===== config.mk =====
export PLATFORM = sky130hd
export DESIGN_NAME = instr_fetcher
export DESIGN_NICKNAME = d
export VERILOG_FILES = /design/src/rtl/instr_fetcher.sv
export SDC_FILE = /design/constraint.sdc
export NUM_CORES = 1
export LEC_CHECK = 0
export CAP_MARGIN = 10
export CORE_MARGIN = 2
export CORE_UTILIZATION = 25
export DETAILED_ROUTE_END_ITERATION = 10
export HOLD_SLACK_MARGIN = 0.1
export PLACE_DENSITY = 0.44
export SYNTH_ARGS = -nofsm -noshare
export SYNTH_HDL_FRONTEND = slang
export SYNTH_SLANG_ARGS = --single-unit
export TNS_END_PERCENT = 20

===== constraint.sdc =====
create_clock -name clk -period 9.85 [get_ports clk]
set_input_delay 2.4625 -clock clk [delete_from_list [all_inputs] [get_ports clk]]
set_output_delay 2.4625 -clock clk [all_outputs]
set_load 0.02 [all_outputs]

===== src/rtl/instr_fetcher.sv =====
// instr_fetcher: front-end fetch stage. Generates the program counter and
// requests a pair of consecutive 32-bit words from the I-cache each cycle.
// Returned pairs are buffered in a small FIFO. The FIFO head is presented
// through output registers to the instruction processor, which can hold it
// with stop. Jumps and flushes from the back end clear the buffer and insert
// a one-cycle bubble.
module instr_fetcher #(
  parameter int              XLEN         = 32,
  parameter logic [XLEN-1:0] RESET_VECTOR = '0,
  parameter int              FIFO_DEPTH   = 4
) (
  input  logic              clk,
  input  logic              reset,
  output logic              cache_read,
  output logic [XLEN-1:0]   cache_address,
  input  logic [63:0]       cache_instr,
  input  logic [1:0]        cache_hit,
  input  logic              jmp_valid,
  input  logic [XLEN-1:0]   jmp_address,
  input  logic              flush,
  input  logic              stop,
  output logic [2*XLEN-1:0] address_out,
  output logic [63:0]       instr_out,
  output logic [1:0]        hit_out
);

  localparam int               PTR_W      = (FIFO_DEPTH > 1) ? $clog2(FIFO_DEPTH) : 1;
  localparam logic [PTR_W:0]   DEPTH_C    = (PTR_W+1)'(FIFO_DEPTH);
  localparam logic [PTR_W:0]   CNT_ONE    = (PTR_W+1)'(1);
  localparam logic [PTR_W-1:0] PTR_ONE    = PTR_W'(1);
  localparam logic [XLEN-1:0]  WORD_BYTES = XLEN'(4);
  localparam logic [XLEN-1:0]  PAIR_BYTES = XLEN'(8);

  typedef enum logic [1:0] {BOOT, RUN, BUBBLE} state_t;

  state_t           state_reg, state_next;
  logic [XLEN-1:0]  pc_reg, pc_next;
  logic [PTR_W-1:0] rd_ptr_reg, rd_ptr_next;
  logic [PTR_W-1:0] wr_ptr_reg, wr_ptr_next;
  logic [PTR_W-1:0] head_idx;
  logic [PTR_W:0]   count_reg, count_next;

  // Buffer storage; only the pointers carry reset state.
  logic [XLEN-1:0]  fifo_addr  [FIFO_DEPTH];
  logic [63:0]      fifo_instr [FIFO_DEPTH];
  logic [1:0]       fifo_hit   [FIFO_DEPTH];

  logic [XLEN-1:0]  out_addr0_reg, out_addr1_reg;
  logic [63:0]      out_instr_reg;
  logic [1:0]       out_hit_reg;

  logic             clear, push, pop, head_load;
  logic [XLEN-1:0]  jmp_target;

  assign clear      = jmp_valid | flush;
  assign push       = cache_read & cache_hit[0];   // 2'b10 counts as a miss
  // The displayed head is consumed whenever the consumer is not stalling.
  assign pop        = ~clear & ~stop & (out_hit_reg != 2'b00);
  assign jmp_target = jmp_address & ~XLEN'(3);

  assign cache_address = pc_reg;
  assign address_out   = {out_addr1_reg, out_addr0_reg};
  assign instr_out     = out_instr_reg;
  assign hit_out       = out_hit_reg;

  // FSM state register.
  always_ff @(posedge clk or negedge reset) begin
    if (!reset) state_reg <= BOOT;
    else        state_reg <= state_next;
  end

  // FSM next state and request decision; requests only in RUN with room left.
  always_comb begin
    state_next = state_reg;
    cache_read = 1'b0;
    case (state_reg)
      BOOT:   state_next = RUN;
      BUBBLE: state_next = RUN;
      RUN: begin
        if (clear) state_next = BUBBLE;
        else if (count_reg < DEPTH_C) cache_read = 1'b1;
      end
      default: state_next = BOOT;
    endcase
  end

  // PC and FIFO bookkeeping; a jump wins over any same-cycle response.
  always_comb begin
    pc_next     = pc_reg;
    rd_ptr_next = rd_ptr_reg;
    wr_ptr_next = wr_ptr_reg;
    count_next  = count_reg;
    if (jmp_valid)
      pc_next = jmp_target;
    else if (push)
      pc_next = pc_reg + ((cache_hit == 2'b11) ? PAIR_BYTES : WORD_BYTES);
    if (clear) begin
      rd_ptr_next = '0;
      wr_ptr_next = '0;
      count_next  = '0;
    end else begin
      if (push) wr_ptr_next = wr_ptr_reg + PTR_ONE;
      if (pop)  rd_ptr_next = rd_ptr_reg + PTR_ONE;
      if (push && !pop)      count_next = count_reg + CNT_ONE;
      else if (pop && !push) count_next = count_reg - CNT_ONE;
    end
  end

  // Pointer, count and PC registers.
  always_ff @(posedge clk or negedge reset) begin
    if (!reset) begin
      pc_reg     <= RESET_VECTOR;
      rd_ptr_reg <= '0;
      wr_ptr_reg <= '0;
      count_reg  <= '0;
    end else begin
      pc_reg     <= pc_next;
      rd_ptr_reg <= rd_ptr_next;
      wr_ptr_reg <= wr_ptr_next;
      count_reg  <= count_next;
    end
  end

  // Buffer write of an accepted pair; partial hits keep only slot 0 valid.
  always_ff @(posedge clk) begin
    if (push) begin
      fifo_addr[wr_ptr_reg]  <= pc_reg;
      fifo_instr[wr_ptr_reg] <= cache_instr;
      fifo_hit[wr_ptr_reg]   <= (cache_hit == 2'b11) ? 2'b11 : 2'b01;
    end
  end

  // Select which entry the output register shows after this edge: the entry
  // behind the one being consumed, or the current head if nothing is consumed.
  always_comb begin
    head_idx  = rd_ptr_reg;
    head_load = 1'b0;
    if (clear) begin
      head_load = 1'b0;
    end else if (pop) begin
      head_idx  = rd_ptr_reg + PTR_ONE;
      head_load = (count_reg > CNT_ONE);
    end else begin
      head_load = (count_reg != '0);
    end
  end

  // Output register: copy of the FIFO head, all zero when nothing is buffered.
  always_ff @(posedge clk or negedge reset) begin
    if (!reset) begin
      out_addr0_reg <= '0;
      out_addr1_reg <= '0;
      out_instr_reg <= '0;
      out_hit_reg   <= 2'b00;
    end else if (head_load) begin
      out_addr0_reg <= fifo_addr[head_idx];
      out_addr1_reg <= fifo_addr[head_idx] + WORD_BYTES;
      out_instr_reg <= fifo_instr[head_idx];
      out_hit_reg   <= fifo_hit[head_idx];
    end else begin
      out_addr0_reg <= '0;
      out_addr1_reg <= '0;
      out_instr_reg <= '0;
      out_hit_reg   <= 2'b00;
    end
  end

endmodule


== After elaboration in Yosys (flattened, before gate mapping) ==
Memories as Yosys holds them, arrays and structs flattened.
Index checks and enable logic that the tools add are counted.

* Add/subtract/negate cells: 6
* $lt $le $gt $ge: 2
* Equality and inequality tests: 4
* Mux-type cells: 25
* Bitwise logic cells: 6
* Reduce and logical (&&, ||, !) cells: 11

{| class="wikitable"
|+ Operator list
! cell !! count
|-
| $mux 32 || 4
|-
| $mux 64 || 1
|-
| $add 32x3->32 const B || 1
|-
| $add 32x4->32 || 1
|-
| $mux 2 || 8
|-
| $mux 3 || 3
|-
| $mux 1 || 7
|-
| $reduce_bool 2->1 || 3
|-
| $reduce_bool 3->1 || 2
|-
| $add 2x1->2 const B || 2
|-
| $eq 2x2->1 const B || 2
|-
| $mux 4 || 1
|-
| $pmux 2 s2 || 1
|-
| $add 3x1->3 const B || 1
|-
| $and 1x1->1 || 3
|-
| $gt 3x1->1 const B || 1
|-
| $lt 3x3->1 const B || 1
|-
| $sub 3x1->3 const B || 1
|-
| $eq 2x1->1 const B || 1
|-
| $logic_and 1x1->1 || 2
|-
| $logic_not 1->1 || 2
|-
| $logic_not 2->1 || 1
|-
| $ne 2x2->1 const B || 1
|-
| $not 1->1 || 2
|-
| 2 further kinds || 2
|}

* Bits in registers: 171
* RAM bits: 392
* Input bits: 103
* Output and inout bits: 163
* Logic and storage cells: 66
* Memories kept: 3

{| class="wikitable"
|+ Memory list
! name !! depth !! width !! read ports !! clocked after memory_dff !! wr ports !! RTL line !! source
|-
| fifo_instr || 4 || 64 || 1 || 0 || 1 || 45 || <nowiki>logic [63:0] fifo_instr [FIFO_DEPTH];</nowiki>
|-
| fifo_addr || 4 || 32 || 1 || 0 || 1 || 44 || <nowiki>logic [XLEN-1:0] fifo_addr [FIFO_DEPTH];</nowiki>
|-
| fifo_hit || 4 || 2 || 1 || 0 || 1 || 46 || <nowiki>logic [1:0] fifo_hit [FIFO_DEPTH];</nowiki>
|}

== Longest topological paths before layout ==
Gate-level depths: netlist (run 1).

* Word-level depth: 10
* Depth in mapped cells: 15
* Gate-level depth less buffers: 12

== Worst setup path before layout (run 1) ==
Ideal clock, no wire load.

* Path kind: input to register
* Start point: in jmp_valid
* End point: mem fifo_addr[1][10] (enable)
* Library setup time: 0.465 ns
* Arrival time: 6.444 ns
* Data required time: 9.385 ns
* Path slack: 2.941 ns
* Stages on the path: 7
* Path buffers: 4
* Cell sequence: buf_6 > or2_1 > buf_2 > buf_2 > clkbuf_1 > nor3_1 > and3_1

* Longest elaborated chain between the ends: 6

{| class="wikitable"
|+ Ends and longest elaborated chain
! what !! RTL line !! source
|-
| from (decl) || 18 || <nowiki>input logic jmp_valid,</nowiki>
|-
| $or 1x1->1 || 55 || <nowiki>assign clear = jmp_valid | flush;</nowiki>
|-
| $mux 1 || 80 || <nowiki>if (clear) state_next = BUBBLE;</nowiki>
|-
| $mux 1 || 76 || <nowiki>case (state_reg)</nowiki>
|-
| via cache_read || 14 || <nowiki>output logic cache_read,</nowiki>
|-
| $and 1x1->1 || 56 || <nowiki>assign push = cache_read & cache_hit[0];</nowiki>
|-
| $mux 1 || 126 || <nowiki>if (push) begin</nowiki>
|-
| $mux 1 (implied by the code) || 127 || <nowiki>fifo_addr[wr_ptr_reg] <= pc_reg;</nowiki>
|-
| to (decl) || 44 ||
|}

The timed path passes the listed nets, and every way through them passes these cells.

== Worst setup path in the final report (run 1) ==
* Start point: in flush
* End point: out cache_read

* Longest elaborated chain between the ends: 3

{| class="wikitable"
|+ Ends and longest elaborated chain
! what !! RTL line !! source
|-
| from (decl) || 20 || <nowiki>input logic flush,</nowiki>
|-
| $or 1x1->1 || 55 ||
|-
| $mux 1 || 80 ||
|-
| $mux 1 || 76 ||
|-
| to (decl) || 14 ||
|}

No other way between the ends.

==> flow_metrics.tcl, run 1 <==
set metrics [dict create \
    cts_resized 0 \
    max_freq_mhz 137 \
    drv_slew 0 \
    rsz0062_at_grt "no" \
    worstPathRequired_ns 7.39 \
    critPathCaptureType "output pin" \
    status "finished clean" \
    core_area_mm2 0.0869 \
    p_per_area_mw_per_mm2 191 \
    cts_buffers 66 \
    worst_skew_pair.late_latency_ns 0.62 \
    syn-cell-area_mm2 0.0220 \
    ys.flop_type "edfxtp_1" \
    fin_nets 1809 \
    drt_iter0_markers 930 \
    fin_util_pct 32.4 \
    async_reset_ff_share_pct 30.3 \
    drc 0 \
    peakVddDrop_v 0.000107 \
    ys.warnings.count 0 \
    worst_pin_slew_ns 1.13 \
    period_minus_slack_ns 7.28 \
    path_cells "clkdlybuf4s50_1 > or2_1 > nor3_1 > clkdlybuf4s50_1" \
    io_buffers 257 \
    htreeDepth 3 \
    drive_above_1_share_pct 15.7 \
    synth_edf_count 380 \
    rows 108 \
    ant_nets 0 \
    start_kind "primary input" \
    io_pins 266 \
    synth_top_area_cell "edfxtp_1" \
    power_uw 5370 \
    largest_register_ffs 256 \
    wl_per_cell_um 21.8 \
    cts_tree "built" \
    clk_pin_slew_ns 0.06 \
    crit_buf_inv 2 \
    cts_setup_buffers 0 \
    gp_congestion 0.751 \
    crit_family "buffers and inverters" \
    cts_root_buffer "clkbuf_16" \
    timing.final.crit_share_pct 74.0 \
    ys_ff_latch 545 \
    crit_arrival_ns 4.82 \
    dpl-instance-area_mm2 0.0258 \
    num_vias 13500 \
    slew_headroom_pct 24.9 \
    yosys-top-cells-count "edfxtp_1 (380), dfrtp_1 (165), nand2_1 (101), and2_1 (89), o21ai_0 (80)" \
    grt_pass1_vias 14000 \
    top_register "fifo_instr" \
    slowest_delay_ns 0.81 \
    initial_core_util_pct 25.3 \
    setup_viol 0 \
    cts_buffer_depth 3 \
    vias_per_cell 4.63 \
    hold_violations 0 \
    cts_hold_buffers 0 \
    finClkSkew_ns 0.0237 \
    synth_top_area_share_pct 51.9 \
    max-cap-violations 0 \
    antenna_found_initial 14 \
    dp_slack_ns 2.54 \
    fp.dieArea_mm2 0.0903 \
    synth_cell_type_count 68 \
    drt_wl_total_um 63500 \
    leakagePower_uw 0.00995 \
    die_h_um 300 \
    yosysMostFrequentCell "edfxtp_1" \
    grt_max_degree 70 \
    avgSynthCellArea_um2 15.3 \
    cp_max_fo 7 \
    grt_pass1_wl_um 93600 \
    synth_cells 1432 \
    cts_num_sinks 545 \
    overflow 0 \
    yosys-top-cells-area "edfxtp_1 (52%), dfrtp_1 (19%), mux4_2 (7.0%), and2_1 (2.5%), o21ai_0 (1.8%)" \
    grt_usage_pct 14.0 \
    min_path_type "flip-flop to flip-flop" \
    fin_area_mm2 0.0281 \
    worst-setup-path-type "primary input to output pin" \
    drtPass1Iterations 7 \
    die_x_um 300 \
    fin_setup_tns_ns 0 \
    n_fill_cell 8453 \
    hpwl_um 38800 \
    fin_ws_ns 2.57 \
    crit_path_top_delay_cell "clkdlybuf4s50_1" \
    crit_top_cell "clkdlybuf4s50_1" \
    syn_to_final_growth_pct 28.1 \
    ys_seq_area_share_pct 70.7 \
]
-- per-stage QoR --
step	instances	hold WS, ns
floorplan	1437	0.431
global placement	2782	0.449
detailed placement	2782	0.458
CTS	2903	0.465
global route	2904	0.487
finish	2907	0.460
-- worst paths after layout --
check / from / cells after the start / to / slack (ns)
setup / recovery: flush / 4 / cache_read / 2.57
hold / removal: state_reg[0] / 1 / state_reg[0] / 0.46
setup reg to reg: hit_out[1] / 10 / out_addr1_reg[30] / 5.27
hold reg to reg: state_reg[0] / 1 / state_reg[0] / 0.46
max in group asynchronous: reset / 2 / instr_out[52] / 6.66
min in group asynchronous: reset / 1 / out_addr1_reg[25] / 1.89
-- routing by layer --
layer | GRT usage (%) | share of wire, % | vias up
met5 | 0 | 0.17 | -
met4 | 4.68 | 2.8 | 18
met3 | 4.73 | 8.3 | 116
met2 | 22.6 | 47 | 433
met1 | 17.6 | 42 | 6893
li1 | - | - | 6007
-- cell families (layout without fill, tap and decap cells) --
kind of cell / after synthesis / in the layout / synth area share, %
AND/OR/NAND/NOR: 419 / 419 / 10.0
AO/OA/AOI/OAI: 217 / 217 / 6.53
adder cells (fa/ha/maj): 11 / 11 / 0.661
other: 1 / 10 / 0.0171
multiplexers: 104 / 104 / 8.81
XOR/XNOR: 21 / 21 / 0.837
buffers and inverters: 114 / 425 / 2.39
flip-flops: 545 / 545 / 70.7
-- where the power goes --
group	internal [uW]	total [uW]	switching, uW
logic	110	265	154
registers	2510	2560	49.1
clock network	1530	2550	1010
-- worst register-to-register path, cell delays in order (launching register included) --
cell	delay [ns]
dfrtp_1	0.39
o21bai_2	0.08
buf_4	0.25
nor2_2	0.91
buf_4	0.50
o221ai_1	0.16
a22oi_1	0.55
nand3_1	0.38
nor4_4	0.88
a31o_2	0.27
a21oi_1	0.06
-- cells in the final DEF (no fill, tap or decap), drive strengths merged, types with 11 or more instances in the layout --
master         count
mux4              68
dfrtp            165
a31o              24
clkdlybuf4s50    255
nand3             20
clkbuf            91
clkinv            17
mux2              34
o21ai             83
xnor2             11
a211oi            14
buf               30
and2              89
nand4             51
nor4              12
a21oi             28
edfxtp           380
nor3              39
nand2            101
nor2              68
inv               22
-- cell type report --
type,count,area (um2),share of cell area [%]
tap,1155,1450,5.14
clock inverter,31,440,1.57
sequential,545,15500,55.2
clock buffer,90,1860,6.63
timing repair buffer,286,2790,9.91
inverter,18,67.6,0.240
antenna,4,10.0,0.0356
multi-input combinational,778,5980,21.3
Note: power is estimated with default switching activity, not from simulation.
==> run 2, diff against run 1 <==
==> constraint.sdc (replaced) <==
create_clock -name clk -period 7.2 [get_ports clk]
set_input_delay 1.8 -clock clk [delete_from_list [all_inputs] [get_ports clk]]
set_output_delay 1.8 -clock clk [all_outputs]
set_load 0.02 [all_outputs]
==> flow_metrics.tcl, run 2 (synthesis gave the netlist of run 1 again) <==
set metrics [dict create \
    status "finished clean" \
    fin_util_pct 32.4 \
    gp_congestion 0.752 \
    timing.final.crit_share_pct 83.4 \
    dp_slack_ns 1.12 \
    syn_to_final_growth_pct 28.0 \
    grt_usage_pct 13.9 \
    antenna_found_initial 20 \
    fin_setup_tns_ns 0 \
    drt_iter0_markers 1045 \
    top_register "fifo_instr" \
    combPwrFrac_pct 5.0 \
    grt_max_degree 86 \
    final_common_cell "edfxtp_1" \
    cts_buffers 66 \
    leakagePower_uw 0.00995 \
    grt_pass1_wl_um 93200 \
    fin_hold_ws_ns 0.471 \
    stdcell_count 2913 \
    crit_buf_inv 2 \
    dpl.cell_count 2789 \
    drtPass1Iterations 8 \
    max-cap-violations 0 \
    rows 108 \
    crit_arrival_ns 4.21 \
    drv_slew 0 \
    period_minus_slack_ns 6.01 \
    hold_violations 0 \
    crit_top_cell "clkdlybuf4s50_1" \
    io_buffers 257 \
    core_area_mm2 0.0869 \
    cts_setup_buffers 0 \
    overflow 0 \
    min_path_type "flip-flop to flip-flop" \
    die_x_um 300 \
    largest_register_ffs 256 \
    htreeDepth 3 \
    cts_tree "built" \
    peakVddDrop_v 0.000174 \
    max_freq_mhz 166 \
    crit_path_top_delay_cell "clkdlybuf4s50_1" \
    p_seq_share_pct 48.8 \
    slew_headroom_pct 36.1 \
    io_pins 266 \
    die_h_um 300 \
    rsz0062_at_grt "no" \
    cts_resized 0 \
    slowest_delay_ns 0.80 \
    worstPathRequired_ns 5.40 \
    setup_viol 0 \
    fp.dieArea_mm2 0.0903 \
    critPathCaptureType "output pin" \
    p_int_uw 5530 \
    path_cells "clkdlybuf4s50_1 > or2_1 > nor3_1 > clkdlybuf4s50_1" \
    clk_pin_slew_ns 0.06 \
    p_per_area_mw_per_mm2 255 \
    drive_above_1_share_pct 15.9 \
    vias_per_cell 4.60 \
    worst_skew_pair.late_latency_ns 0.62 \
    cts_num_sinks 545 \
    worst-setup-path-type "primary input to output pin" \
    worst_pin_slew_ns 0.953 \
    cts_hold_buffers 0 \
    p_switching_uw 1650 \
    cts_buffer_depth 3 \
    initial_core_util_pct 25.3 \
    cp_max_fo 7 \
    ant_nets 0 \
    cts_root_buffer "clkbuf_16" \
    grt_pass1_vias 14000 \
    layout_common_cells "edfxtp_1 (380), clkdlybuf4s50_1 (255), dfrtp_1 (163), nand2_1 (101), and2_1 (88)" \
    finClkSkew_ns 0.0346 \
    num_vias 13400 \
    drt_wl_total_um 63100 \
    wl_per_cell_um 21.6 \
    drc 0 \
    fin_ws_ns 1.19 \
    crit_family "buffers and inverters" \
    power_switching_share_pct 22.9 \
    hpwl_um 38600 \
    fin_nets 1816 \
    start_kind "primary input" \
    p_clk_share_pct 46.2 \
]
## run 2: cell count changes in the layout (fill, tap and decap cells not counted), moves of 2 or more
cell | before | now
clkinv_4 | 2 | 0
buf_12 | 0 | 5
buf_4 | 29 | 31
bufinv_16 | 7 | 3
clkinv_2 | 6 | 12
diode_2 | 4 | 2
## run 2: through the flow
stage | instance area, um2 | power (uW)
finish | 28100 | 7180
global route | 28100 | 7460
floorplan | 22000 | 3700
detailed placement | 25900 | 3930
global placement | 25900 | 3930
CTS | 28100 | 7300
## run 2: path summary, 6_finish.rpt
check	slack (ns)	end	cells past startpoint	from
min reg2reg	0.47	state_reg[0]	1	state_reg[0]
max reg2reg	2.79	out_addr1_reg[29]	10	rd_ptr_reg[1]
max	1.19	cache_read	4	flush
min	0.47	state_reg[0]	1	state_reg[0]
min in group asynchronous	1.20	out_addr0_reg[25]	1	reset
max in group asynchronous	4.82	instr_out[19]	2	reset
## run 2: power by group through the flow
stage,combinational (uW),sequential [uW],clock [uW]
detailed placement,366,3570,0
global route,394,3510,3560
global placement,361,3570,0
CTS,367,3510,3430
finish,359,3500,3320
floorplan,129,3570,0
## run 2: cell type report
type | instances | area [um2]
inverter | 18 | 67.6
antenna | 2 | 5.00
multi-input combinational | 778 | 5980
fill | 8501 | 58800
clock buffer | 90 | 1850
timing repair buffer | 293 | 2900
clock inverter | 32 | 329
sequential | 545 | 15500
tap | 1155 | 1450
## run 2: metal layers
metal / vias up / routed length, um / share of wire [%] / GRT usage (%)
met5: - / 169 / 0.27 / 0
met3: 111 / 5470 / 8.7 / 4.70
li1: 6020 / - / - / -
met1: 6785 / 26300 / 42 / 17.8
met2: 462 / 29500 / 47 / 22.0
met4: 26 / 1640 / 2.6 / 4.82
==> run 3, diff against run 2 <==
==> constraint.sdc (replaced) <==
create_clock -name clk -period 6 [get_ports clk]
set_input_delay 1.5 -clock clk [delete_from_list [all_inputs] [get_ports clk]]
set_output_delay 1.5 -clock clk [all_outputs]
set_load 0.02 [all_outputs]
==> flow_metrics.tcl, run 3 (synthesis gave the netlist of run 1 again) <==
set metrics [dict create \
    io_buffers 257 \
    max-cap-violations 0 \
    slowest_delay_ns 0.64 \
    r2r.worst_path.cells 10 \
    crit_path_start "flush" \
    path_cells "clkdlybuf4s50_1 > or2_1 > buf_4 > nor3_1 > buf_4 > clkdlybuf4s50_1" \
    setup_viol 0 \
    cts_buffers 68 \
    die_h_um 300 \
    holdPathStages 1 \
    ant_nets 0 \
    stdcell_count 2923 \
    io_pins 266 \
    hold_end "state_reg[0]" \
    start_kind "primary input" \
    vias_per_cell 4.58 \
    r2r-end "out_addr1_reg[31]" \
    gp_congestion 0.751 \
    wl_per_cell_um 21.1 \
    crit_arrival_ns 3.64 \
    cts_resized 0 \
    final_common_cell "edfxtp_1" \
    core_area_mm2 0.0869 \
    cts_root_buffer "clkbuf_16" \
    cts_tree "built" \
    drv_slew 0 \
    hpwl_um 37300 \
    overflow 0 \
    drt_iter0_markers 832 \
    worst_pin_slew_ns 1.03 \
    min_path_type "flip-flop to flip-flop" \
    cp_max_fo 24 \
    worstPathRequired_ns 4.50 \
    period_minus_slack_ns 5.14 \
    syn_to_final_growth_pct 28.8 \
    reg2reg_slack_ns 1.99 \
    fp.dieArea_mm2 0.0903 \
    peakVddDrop_v 0.000187 \
    num_vias 13400 \
    fin_setup_tns_ns 0 \
    clk_pin_slew_ns 0.05 \
    grt_usage_pct 13.7 \
    n_fill_cell 8469 \
    slew_headroom_pct 31.3 \
    grt_pass1_vias 13900 \
    r2r_start "rd_ptr_reg[0]" \
    rsz0062_at_grt "no" \
    die_x_um 300 \
    top_register "fifo_instr" \
    finClkSkew_ns 0.0264 \
    drtPass1Iterations 5 \
    status "finished clean" \
    worst-setup-path-type "primary input to output pin" \
    grt_max_degree 96 \
    antenna_cells 0 \
    antenna_found_initial 12 \
    initial_core_util_pct 25.3 \
    rows 108 \
    timing.final.crit_share_pct 85.7 \
    layout_common_cells "edfxtp_1 (380), clkdlybuf4s50_1 (255), dfrtp_1 (163), nand2_1 (101), and2_1 (88)" \
    crit_path_top_delay_cell "clkdlybuf4s50_1" \
    cts_num_sinks 545 \
    drc 0 \
    p_per_area_mw_per_mm2 306 \
    drt_wl_total_um 61800 \
    hold_violations 0 \
    drive_above_1_share_pct 16.3 \
    largest_register_ffs 256 \
    leakagePower_uw 0.0100 \
    cts_setup_buffers 0 \
    critPathCaptureType "output pin" \
    cts_buffer_depth 3 \
    max_freq_mhz 195 \
    hp-start "state_reg[0]" \
    htreeDepth 3 \
    cts_hold_buffers 0 \
    grt_pass1_wl_um 92000 \
    fin_nets 1828 \
    dpl.cell_count 2799 \
    worst_skew_pair.late_latency_ns 0.62 \
]
[run 3: cell type report]
class                   instances  area (um2)  share of cell area, %
clock buffers                  93        1880                   6.63
repair buffers                303        3020                   10.7
clock inverters                31         362                   1.28
flip-flops and latches        545       15500                   54.9
well taps                    1155        1450                   5.11
inverters                      18        67.6                  0.239
multi-input cells             778        5980                   21.1
[run 3: worst max path at each step]
stage | to | slack (ns) | cells past startpoint
final | cache_read | 0.86 | 6
after CTS | cache_read | 0.83 | 6
after detailed placement | out_addr1_reg[31] | 0.81 | 11
after floorplan | fifo_addr[1][10] | 0.05 | 7
after global routing | cache_read | 0.79 | 6
after global placement | cache_read | 0.81 | 6
[run 3: where the power goes]
| part | switching [uW] | internal (uW) | leakage (uW) | total, uW |
|---|---|---|---|---|
| clock | 1660 | 2360 | 0.00108 | 4020 |
| combinational | 245 | 188 | 0.00327 | 432 |
| sequential | 83.8 | 4120 | 0.00567 | 4210 |
[run 3: critical path: cells and delay by family]
kind / cells / cell delay [ns]
buffers and inverters: 4 / 1.60
and+or+nand+nor: 2 / 0.52
[run 3: per-layer routing]
layer  up-vias  global-route usage (%)  share of wire (%)
met4        22                    4.11                2.5
met1      6857                    17.4                 43
met3       107                    4.65                7.6
met5         -                       0               0.23
met2       370                    22.1                 47
li1       6032                       -                  -
[run 3: per-stage QoR]
step | setup WS (ns) | hold slack [ns] | util (%) | total power (uW) | instance area [um2]
after global routing | 0.793 | 0.506 | 32.6 | 8980 | 28300
after global placement | 0.814 | 0.443 | 30.0 | 4710 | 26100
after CTS | 0.825 | 0.473 | 32.6 | 8820 | 28300
after detailed placement | 0.806 | 0.455 | 30.0 | 4720 | 26100
final | 0.859 | 0.465 | 32.6 | 8660 | 28300
after floorplan | 0.0537 | 0.431 | - | 4440 | 22000
